<file path="src/rtl/piso_frame_serializer.sv">
// piso_frame_serializer
//   Parallel-in / serial-out framer feeding the serial sequence detectors.
//   A WIDTH-bit word is accepted on a load/ready handshake and sent one bit
//   per clock on x. bit_valid qualifies each frame bit and last marks the
//   final bit. GAP idle cycles follow each frame. Completed frames are
//   counted modulo 256.
//
// Ports
//   clk        rising-edge clock
//   reset      asynchronous, active-low reset
//   load       accept request, honoured only on an edge where ready=1
//   data       word to serialize, captured on the accepting edge
//   ready      a word can be accepted at the next posedge
//   x          serial bit stream, 0 when idle
//   bit_valid  x carries a frame bit this cycle
//   last       x is the final bit of the frame
//   frame_cnt  completed-frame count, wraps 255 -> 0
module piso_frame_serializer #(
  parameter int WIDTH     = 8,   // 2..16
  parameter int GAP       = 1,   // 0..15
  parameter bit MSB_FIRST = 1'b1
) (
  input  logic             clk,
  input  logic             reset,
  input  logic             load,
  input  logic [WIDTH-1:0] data,
  output logic             ready,
  output logic             x,
  output logic             bit_valid,
  output logic             last,
  output logic [7:0]       frame_cnt
);

  typedef enum logic [1:0] {
    S_IDLE  = 2'd0,
    S_SHIFT = 2'd1,
    S_GAP   = 2'd2
  } state_t;

  // Counter reload values; the GAP reload is never used when GAP=0 but must
  // still be a legal 4-bit constant.
  localparam logic [3:0] BCNT_INIT = 4'(WIDTH - 1);
  localparam logic [3:0] GCNT_INIT = 4'((GAP > 0) ? (GAP - 1) : 0);
  localparam bit         HAS_GAP   = (GAP > 0);

  state_t           state, state_nxt;
  logic [WIDTH-1:0] sreg, sreg_nxt, sreg_adv;
  logic [3:0]       bcnt, bcnt_nxt;
  logic [3:0]       gcnt, gcnt_nxt;
  logic [7:0]       fcnt_nxt;
  logic             bit_last;

  // The outgoing bit always sits at the same end of the shift register, so
  // advancing just drops it and pulls a zero in from the far end.
  always_comb begin
    if (MSB_FIRST) sreg_adv = {sreg[WIDTH-2:0], 1'b0};
    else           sreg_adv = {1'b0, sreg[WIDTH-1:1]};
  end

  assign bit_last = (state == S_SHIFT) && (bcnt == 4'd0);

  // ---------------------------------------------------------------------------
  // State register and datapath registers
  // ---------------------------------------------------------------------------
  always_ff @(posedge clk or negedge reset) begin
    if (!reset) begin
      state     <= S_IDLE;
      sreg      <= '0;
      bcnt      <= 4'd0;
      gcnt      <= 4'd0;
      frame_cnt <= 8'd0;
    end else begin
      state     <= state_nxt;
      sreg      <= sreg_nxt;
      bcnt      <= bcnt_nxt;
      gcnt      <= gcnt_nxt;
      frame_cnt <= fcnt_nxt;
    end
  end

  // ---------------------------------------------------------------------------
  // Next-state and datapath update
  // ---------------------------------------------------------------------------
  always_comb begin
    state_nxt = state;
    sreg_nxt  = sreg;
    bcnt_nxt  = bcnt;
    gcnt_nxt  = gcnt;
    fcnt_nxt  = frame_cnt;
    case (state)
      S_IDLE: begin
        if (load) begin
          state_nxt = S_SHIFT;
          sreg_nxt  = data;
          bcnt_nxt  = BCNT_INIT;
        end
      end
      S_SHIFT: begin
        if (bcnt == 4'd0) begin
          fcnt_nxt = frame_cnt + 8'd1;
          if (HAS_GAP) begin
            state_nxt = S_GAP;
            gcnt_nxt  = GCNT_INIT;
            sreg_nxt  = '0;
          end else if (load) begin
            // Back-to-back: next word captured on the last-bit edge so
            // bit_valid never drops between frames.
            state_nxt = S_SHIFT;
            sreg_nxt  = data;
            bcnt_nxt  = BCNT_INIT;
          end else begin
            state_nxt = S_IDLE;
            sreg_nxt  = '0;
          end
        end else begin
          sreg_nxt = sreg_adv;
          bcnt_nxt = bcnt - 4'd1;
        end
      end
      S_GAP: begin
        // Entered with GAP-1, so the gap spans exactly GAP cycles.
        if (gcnt == 4'd0) state_nxt = S_IDLE;
        else              gcnt_nxt  = gcnt - 4'd1;
      end
      default: begin
        state_nxt = S_IDLE;
        sreg_nxt  = '0;
        bcnt_nxt  = 4'd0;
        gcnt_nxt  = 4'd0;
      end
    endcase
  end

  // ---------------------------------------------------------------------------
  // Outputs: functions of registered state only, no path from load.
  // ---------------------------------------------------------------------------
  assign bit_valid = (state == S_SHIFT);
  assign last      = bit_last;
  assign x         = bit_valid && (MSB_FIRST ? sreg[WIDTH-1] : sreg[0]);
  assign ready     = (state == S_IDLE) || (bit_last && !HAS_GAP);

endmodule

</file>
<file path="config.mk">
export PLATFORM = sky130hd
export DESIGN_NAME = piso_frame_serializer
export DESIGN_NICKNAME = d
export VERILOG_FILES = /design/src/rtl/piso_frame_serializer.sv
export SDC_FILE = /design/constraint.sdc
export NUM_CORES = 1
export LEC_CHECK = 0
export CORE_MARGIN = 2
export CORE_UTILIZATION = 50
export CTS_BUF_LIST = sky130_fd_sc_hd__clkbuf_16
export DETAILED_ROUTE_END_ITERATION = 10
export HOLD_SLACK_MARGIN = 0.02
export PLACE_DENSITY = 0.79
export SETUP_SLACK_MARGIN = 0.5
export SYNTH_ARGS = -nofsm -noshare
export SYNTH_HDL_FRONTEND = slang
export SYNTH_SLANG_ARGS = --single-unit
</file>
<file path="constraint.sdc">
create_clock -name clk -period 2.1 [get_ports clk]
set_input_delay 0.42 -clock clk [delete_from_list [all_inputs] [get_ports clk]]
set_output_delay 0.42 -clock clk [all_outputs]
set_load 0.005 [all_outputs]
</file>
==> key figures, run 1 <==
Placement
  – Cell Count Post-Placement: 170
  – IO buf count: 22
  – Hpwl dp: between 1.5 and 2 mm
  – GP Congestion: 0.7792

Synth
  – Yosys warns: 0
  – Mapped Area: between 1000 and 1500 µm²
  – Post-synth top area share: about 49%
  – Seq cells post-synth: 26
  – Largest cells by area after synthesis: dfrtp_1, mux2i_1, o2bb2ai_1
  – Sequential area share after synthesis: about half
  – Mapped Cells: between 100 and 150
  – Synth Net Count: 133
  – Average footprint of a synthesized cell: approximately 11 µm²
  – Leading area contributor after synthesis: dfrtp_1
  – EDFF count, synth: 0
  – Synth cell types: 40
  – Synth Flop Type: dfrtp_1
  – Async SR Flop Fraction: 100.0%

Routing
  – Residual DRC: 0
  – WL/cell: ~19 µm
  – Vias per cell: just over 6
  – Drt first pass iters: 4
  – ANT nets after route: 0
  – Via count: roughly 1,200
  – Post-Route WL: just under 4 mm
  – Number of DRC markers in iteration 0: 43

Critical path
  – R2r setup slk: between 0.3 and 0.4 ns
  – Reg2reg end: frame_cnt[6]$_DFFE_PN0P_
  – Max FO, Critical Path: 2
  – CP endpoint kind: primary output
  – FF-to-FF path depth: 6
  – WP data required: around 1.7 ns
  – CP startpoint kind: flop
  – Worst setup path category: flop to primary output
  – CP Data Arrival Time: approximately 1.3 ns
  – Reg-to-Reg Start: bcnt[0]$_DFFE_PN0P_

Cells and area
  – Non-Filler Instances: 205
  – Layout cells sized above 1: about 38%
  – # fillers: ~130
  – Sequential Area: roughly 650 µm²
  – Antenna Cells: 0
  – Area grow syn2layout: 53.22%
  – Final core utilization: between 80% and 90%
  – NumNets Final: approximately 190
  – Multi-input logic area: between 700 and 800 µm²

CTS
  – # hold bufs at CTS: 0
  – CTS H-tree lvls: 1
  – Number of clock sinks: 26
  – Clock-pin slew on the worst setup and hold paths: around 0.070 ns
  – Clock latency on the worst-skew pair: 0.26 ns
  – CTS tree: built
  – TritonCTS Buffers: 3
  – Clk root buf: clkbuf_16
  – Clock Path Buffers: 2

Global route
  – Largest net degree at the start of global routing: 27
  – Number of global-route vias before repair: between 1,000 and 1,500
  – First-pass GRT wire length: around 5.9 mm
  – Met2 usage in global routing: between 40% and 50%
  – Met3 Track Usage GR: 3.721%
  – Initial antenna violation count: 0
  – GRT Max-Usage Layer: met2
  – Met1 usage: about 29%
  – Overflow after GRT: 0
  – Total GRT Usage: roughly 25%

Floorplanning
  – Starting Density: between 50% and 60%
  – Die width: 55.77 µm
  – Die area: 3110 µm²
  – Core Footprint: approximately 2500 µm²
  – # IOs: 23
  – # rows: 18
  – Die height: approximately 56 µm

Timing
  – Max Slew Vio Count: 0
  – Slew @ Worst Pin: roughly 0.43 ns
  – Period Utilization, post-route: 83.21%
  – Final setup TNS: 0 ns
  – RSZ-0062 raised after global routing: true
  – Setup violators final: 0
  – Worst Clk Skew: a little under 0.005 ns
  – Max_slew headroom: 71.45%
  – Final hold vios: 0
  – Tmin final: 1.747 ns
  – Fmax: 572.2 MHz

Run status
  – Outcome: completed

Pwr
  – Peak supply drop: just over 1000 µV
  – Pwr dens: about 1400 nW/µm²
  – Static leakage: 0.9445 nW

Worst hold path
  – Min-delay worst type: flop to flop
  – Worst hold stages: 1
  – Hold Path Origin: frame_cnt[7]$_DFFE_PN0P_
  – Hold endpoint: frame_cnt[7]$_DFFE_PN0P_

Job
  – Maxcap violations: 0
-- cells by family (layout without fill, tap and decap cells) --
kind of cell	Yosys count	after routing	share of synthesized area, %
multiplexers	11	11	8.310
flip-flops	26	26	48.55
AO/OA/AOI/OAI	25	25	13.91
AND/OR/NAND/NOR	32	33	16.62
adder cells (fa/ha/maj)	4	4	3.735
buffers and inverters	13	69	4.295
XOR/XNOR	7	7	4.575
-- power breakdown --
part           leakage, nW  switching, mW  total [mW]  internal, mW
Sequential           0.341          0.108       0.752         0.643
Combinational        0.565          0.729        1.60         0.876
Clock               0.0385          0.171       0.426         0.255
-- through the flow --
stage / setup WS (ns) / area [µm²] / total power, mW / hold WS (ns)
CTS: 0.2481 / 1911 / 2.493 / 0.4842
global placement: 0.1934 / 1613 / 1.626 / 0.4610
detailed placement: 0.1202 / 1613 / 1.675 / 0.4720
finish: 0.3525 / 2053 / 2.782 / 0.4800
floorplan: 0.5285 / 1345 / 1.346 / 0.1244
global route: 0.3131 / 2053 / 2.932 / 0.4985
-- sequential cells by signal (all words and copies together) (netlist names) --
signal	cells
frame_cnt	8
sreg	8
bcnt	4
gcnt	4
state	2
-- worst max path at each step --
stage | end | cells after the start | from
2_1_floorplan | frame_cnt[6]$_DFFE_PN0P_ | 6 | bcnt[0]$_DFFE_PN0P_
3_3_place_gp | last | 6 | bcnt[0]$_DFFE_PN0P_
3_5_place_dp | last | 6 | bcnt[0]$_DFFE_PN0P_
4_1_cts | last | 6 | bcnt[0]$_DFFE_PN0P_
5_1_grt | frame_cnt[6]$_DFFE_PN0P_ | 6 | bcnt[0]$_DFFE_PN0P_
6_report | last | 6 | bcnt[0]$_DFFE_PN0P_
-- cell usage after synthesis, drive strengths merged (2+ instances only) --
master / count
a21oi: 2
a31oi: 2
buf: 2
clkbuf: 3
dfrtp: 26
ha: 4
inv: 8
mux2i: 10
nand2: 4
nand3: 3
nand4: 2
nand4b: 2
nor2: 5
nor2b: 2
nor3: 3
o21ai: 4
o22ai: 2
o2bb2ai: 11
or3b: 2
xnor2: 4
xor2: 3
-- per-layer routing --
| metal | vias up | share of wire [%] |
|---|---|---|
| li1 | 548 | - |
| met1 | 626 | 40 |
| met2 | 55 | 52 |
| met3 | 16 | 5.0 |
| met4 | 0 | 3.6 |
| met5 | - | 0 |
-- critical path, stage by stage (launching register included) --
cell,delay [ns]
dfrtp_1,0.40
inv_2,0.09
ha_4,0.13
nor3b_4,0.20
nand2_2,0.09
inv_2,0.07
buf_6,0.09
-- cell usage in the layout, fill, tap and decap left out, types with 2 or more instances in the layout --
| cell type | n |
|---|---|
| a31oi_1 | 2 |
| buf_4 | 29 |
| buf_6 | 7 |
| clkbuf_16 | 3 |
| clkdlybuf4s50_1 | 18 |
| dfrtp_1 | 26 |
| ha_1 | 2 |
| inv_1 | 4 |
| inv_2 | 3 |
| mux2i_1 | 10 |
| nand2_1 | 3 |
| nand3_1 | 3 |
| nand4_1 | 2 |
| nand4b_1 | 2 |
| nor2_1 | 3 |
| nor2b_1 | 2 |
| o21ai_0 | 2 |
| o22ai_1 | 2 |
| o2bb2ai_1 | 11 |
| or3b_4 | 2 |
| xnor2_1 | 4 |
| xor2_1 | 3 |
-- cell type report --
class / count / area share, %
inverters: 8 / 1.584
repair buffers: 57 / 26.02
clock inverters: 1 / 0.1828
flip-flops and latches: 26 / 31.69
well taps: 30 / 1.828
clock buffers: 3 / 3.656
multi-input cells: 80 / 35.04
-- repair_timing --
item	4_1_cts	5_1_grt
resized for setup	30	16
cloned	1	1
pin swaps	2	10
endpoints found under the hold margin	0	0
setup buffers	20	9
setup endpoints to repair	19	17
No activity file was read; power rests on OpenSTA's default activity.
==> inputs of run 2 (changes only) <==
Settings changed: CORE_UTILIZATION 50 to 46, PLACE_DENSITY 0.79 to 0.77.
Clock period 2.1 ns to 1.4 ns, I/O delays scaled along.
==> run 2 against run 1 <==
Net effect:
- largest cell class is now buffers
- clock power is 59% higher
- combinational power increased by 150%
- power rose by 110%
- flip-flop and latch count unchanged
- hold slack got worse by 0.044 ns
- sequential share of layout area shrank 6.5 points
- the flow now finishes with violations (setup timing)
- wire length is 70% higher
- cell count is 19% higher
==> key figures, run 2 (synthesized netlist as in run 1, its figures left out) <==
Timing
  – Slew @ Worst Pin: approximately 0.46 ns
  – Max_slew headroom: 69.01%
  – Period Utilization, post-route: 141.1%
  – RSZ-0062 raised after global routing: true
  – Final hold vios: 0
  – Setup WS post-layout: -0.5752 ns
  – Setup violators final: 30
  – Tmin final: ~2.0 ns
  – Fmax: ~510 MHz
  – Worst Clk Skew: a little under 0.007 ns
  – Max Slew Vio Count: 0
  – Hold_ws: 0.4356 ns

Floorplanning
  – # rows: 19
  – Die width: around 58 µm
  – Die height: between 50 and 60 µm
  – Die area: roughly 3400 µm²
  – Core Footprint: about 2800 µm²
  – # IOs: 23
  – Starting Density: about 49%

Cells and area
  – Final instance area: roughly 2600 µm²
  – # fillers: 78
  – Final core utilization: 93.74%
  – NumNets Final: between 200 and 250
  – Layout cells sized above 1: between 60% and 70%
  – Area grow syn2layout: 92.90%
  – Biggest regs: frame_cnt x8, sreg x8
  – Antenna Cells: 0
  – Most frequent cells in the layout: buf_4, buf_6, dfrtp_1, clkdlybuf4s50_1, mux2i_1
  – Sequential Area: roughly 650 µm²
  – Most common cell after layout, fill and taps aside: buf_4
  – Multi-input logic area: around 860 µm²

Critical path
  – Crit-path slowest cell: dfrtp_1
  – Max stage delay on crit path: around 0.40 ns
  – WP data required: ~1.6 ns
  – Max FO, Critical Path: 3
  – Worst setup path category: flop to flop
  – CP startpoint kind: flop
  – CP dominant cell by count: buf_6
  – Top delay family on crit path: buffers and inverters
  – WP buf/inv: 8
  – Worst-path cell chain: inv_2 > ha_4 > nor3b_4 > nand2_2 > buf_6 > buf_6 > buf_6 > buf_6 > buf_6 > buf_6 > buf_6 > xnor2_4
  – CP endpoint kind: flop
  – CP Data Arrival Time: 2.13 ns

Routing
  – ANT nets after route: 0
  – Drt first pass iters: 4
  – Post-Route WL: 6.625 mm
  – Residual DRC: 0
  – WL/cell: roughly 27 µm
  – Vias per cell: roughly 6.2
  – Number of DRC markers in iteration 0: 73
  – Via count: approximately 1,500

Worst hold path
  – Min-delay worst type: input pin to asynchronous set/reset pin

CTS
  – Number of clock sinks: 26
  – Clock Path Buffers: 2
  – CTS H-tree lvls: 1
  – CTS tree: built
  – TritonCTS Buffers: 3
  – Clock latency on the worst-skew pair: 0.27 ns
  – Clock-pin slew on the worst setup and hold paths: approximately 0.070 ns
  – Clk root buf: clkbuf_16

Global route
  – Initial antenna violation count: 0
  – Number of global-route vias before repair: around 1,500
  – Largest net degree at the start of global routing: 27
  – First-pass GRT wire length: roughly 7.6 mm
  – Total GRT Usage: a little over 30%
  – Overflow after GRT: 0

Job
  – Maxcap violations: 0

Placement
  – GP Congestion: around 0.82
  – Post-Place Cell Area: 1768 µm²
  – Hpwl dp: between 2 and 2.5 mm
  – Dpl ws: -0.2834 ns
  – IO buf count: 22

Pwr
  – Peak supply drop: around 2100 µV
  – Pwr dens: 2249 nW/µm²
  – Static leakage: 1.229 nW
  – Total chip power: about 5.8 mW

Run status
  – Outcome: finished, violations left
  – Violated checks: setup timing
-- run 2: power by group --
group / switching [mW] / internal (mW) / total [mW]
clock: 0.294 / 0.384 / 0.679
combinational: 1.77 / 2.20 / 3.97
sequential: 0.196 / 0.968 / 1.16
-- run 2: through the flow --
stage,cells,setup TNS [ns]
floorplan,118,-0.3954
global placement,186,-1.861
detailed placement,186,-2.524
CTS,229,-2.663
global route,243,-9.464
finish,243,-8.666
-- run 2: worst paths after layout --
path / from / to / slack, ns / cells past startpoint
worst max-delay path: bcnt[1]$_DFFE_PN0P_ / frame_cnt[0]$_DFFE_PN0P_ / -0.58 / 12
worst min-delay path: reset / sreg[7]$_DFFE_PN0P_ / 0.44 / 2
worst max register to register: bcnt[1]$_DFFE_PN0P_ / frame_cnt[0]$_DFFE_PN0P_ / -0.58 / 12
worst min register to register: sreg[3]$_DFFE_PN0P_ / sreg[4]$_DFFE_PN0P_ / 0.50 / 1
max in group asynchronous: reset / frame_cnt[0]$_DFFE_PN0P_ / 0.69 / 2
min in group clk: sreg[3]$_DFFE_PN0P_ / sreg[4]$_DFFE_PN0P_ / 0.50 / 1
-- run 2: layout make-up --
class | instances | share of cell area [%]
clock buffers | 3 | 2.904
clock inverters | 1 | 0.1452
inverters | 8 | 1.355
multi-input cells | 79 | 33.25
flip-flops and latches | 26 | 25.22
well taps | 31 | 1.500
repair buffers | 95 | 35.62
-- run 2: repair_timing --
action,4_1_cts,5_1_grt
setup buffers,37,13
endpoints found under the setup margin,38,38
gates resized for setup,95,31
pin swaps,7,16
cloned,2,1
hold buffers,0,0
-- run 2: metal layers --
metal | wire [µm] | vias up | GRT usage [%] | share of wire (%)
met5 | 0 | - | 0 | 0
met4 | 507 | 0 | 18.27 | 7.7
met3 | 369 | 43 | 5.357 | 5.6
met2 | 3437 | 97 | 57.14 | 52
met1 | 2310 | 741 | 32.23 | 35
li1 | - | 628 | - | -
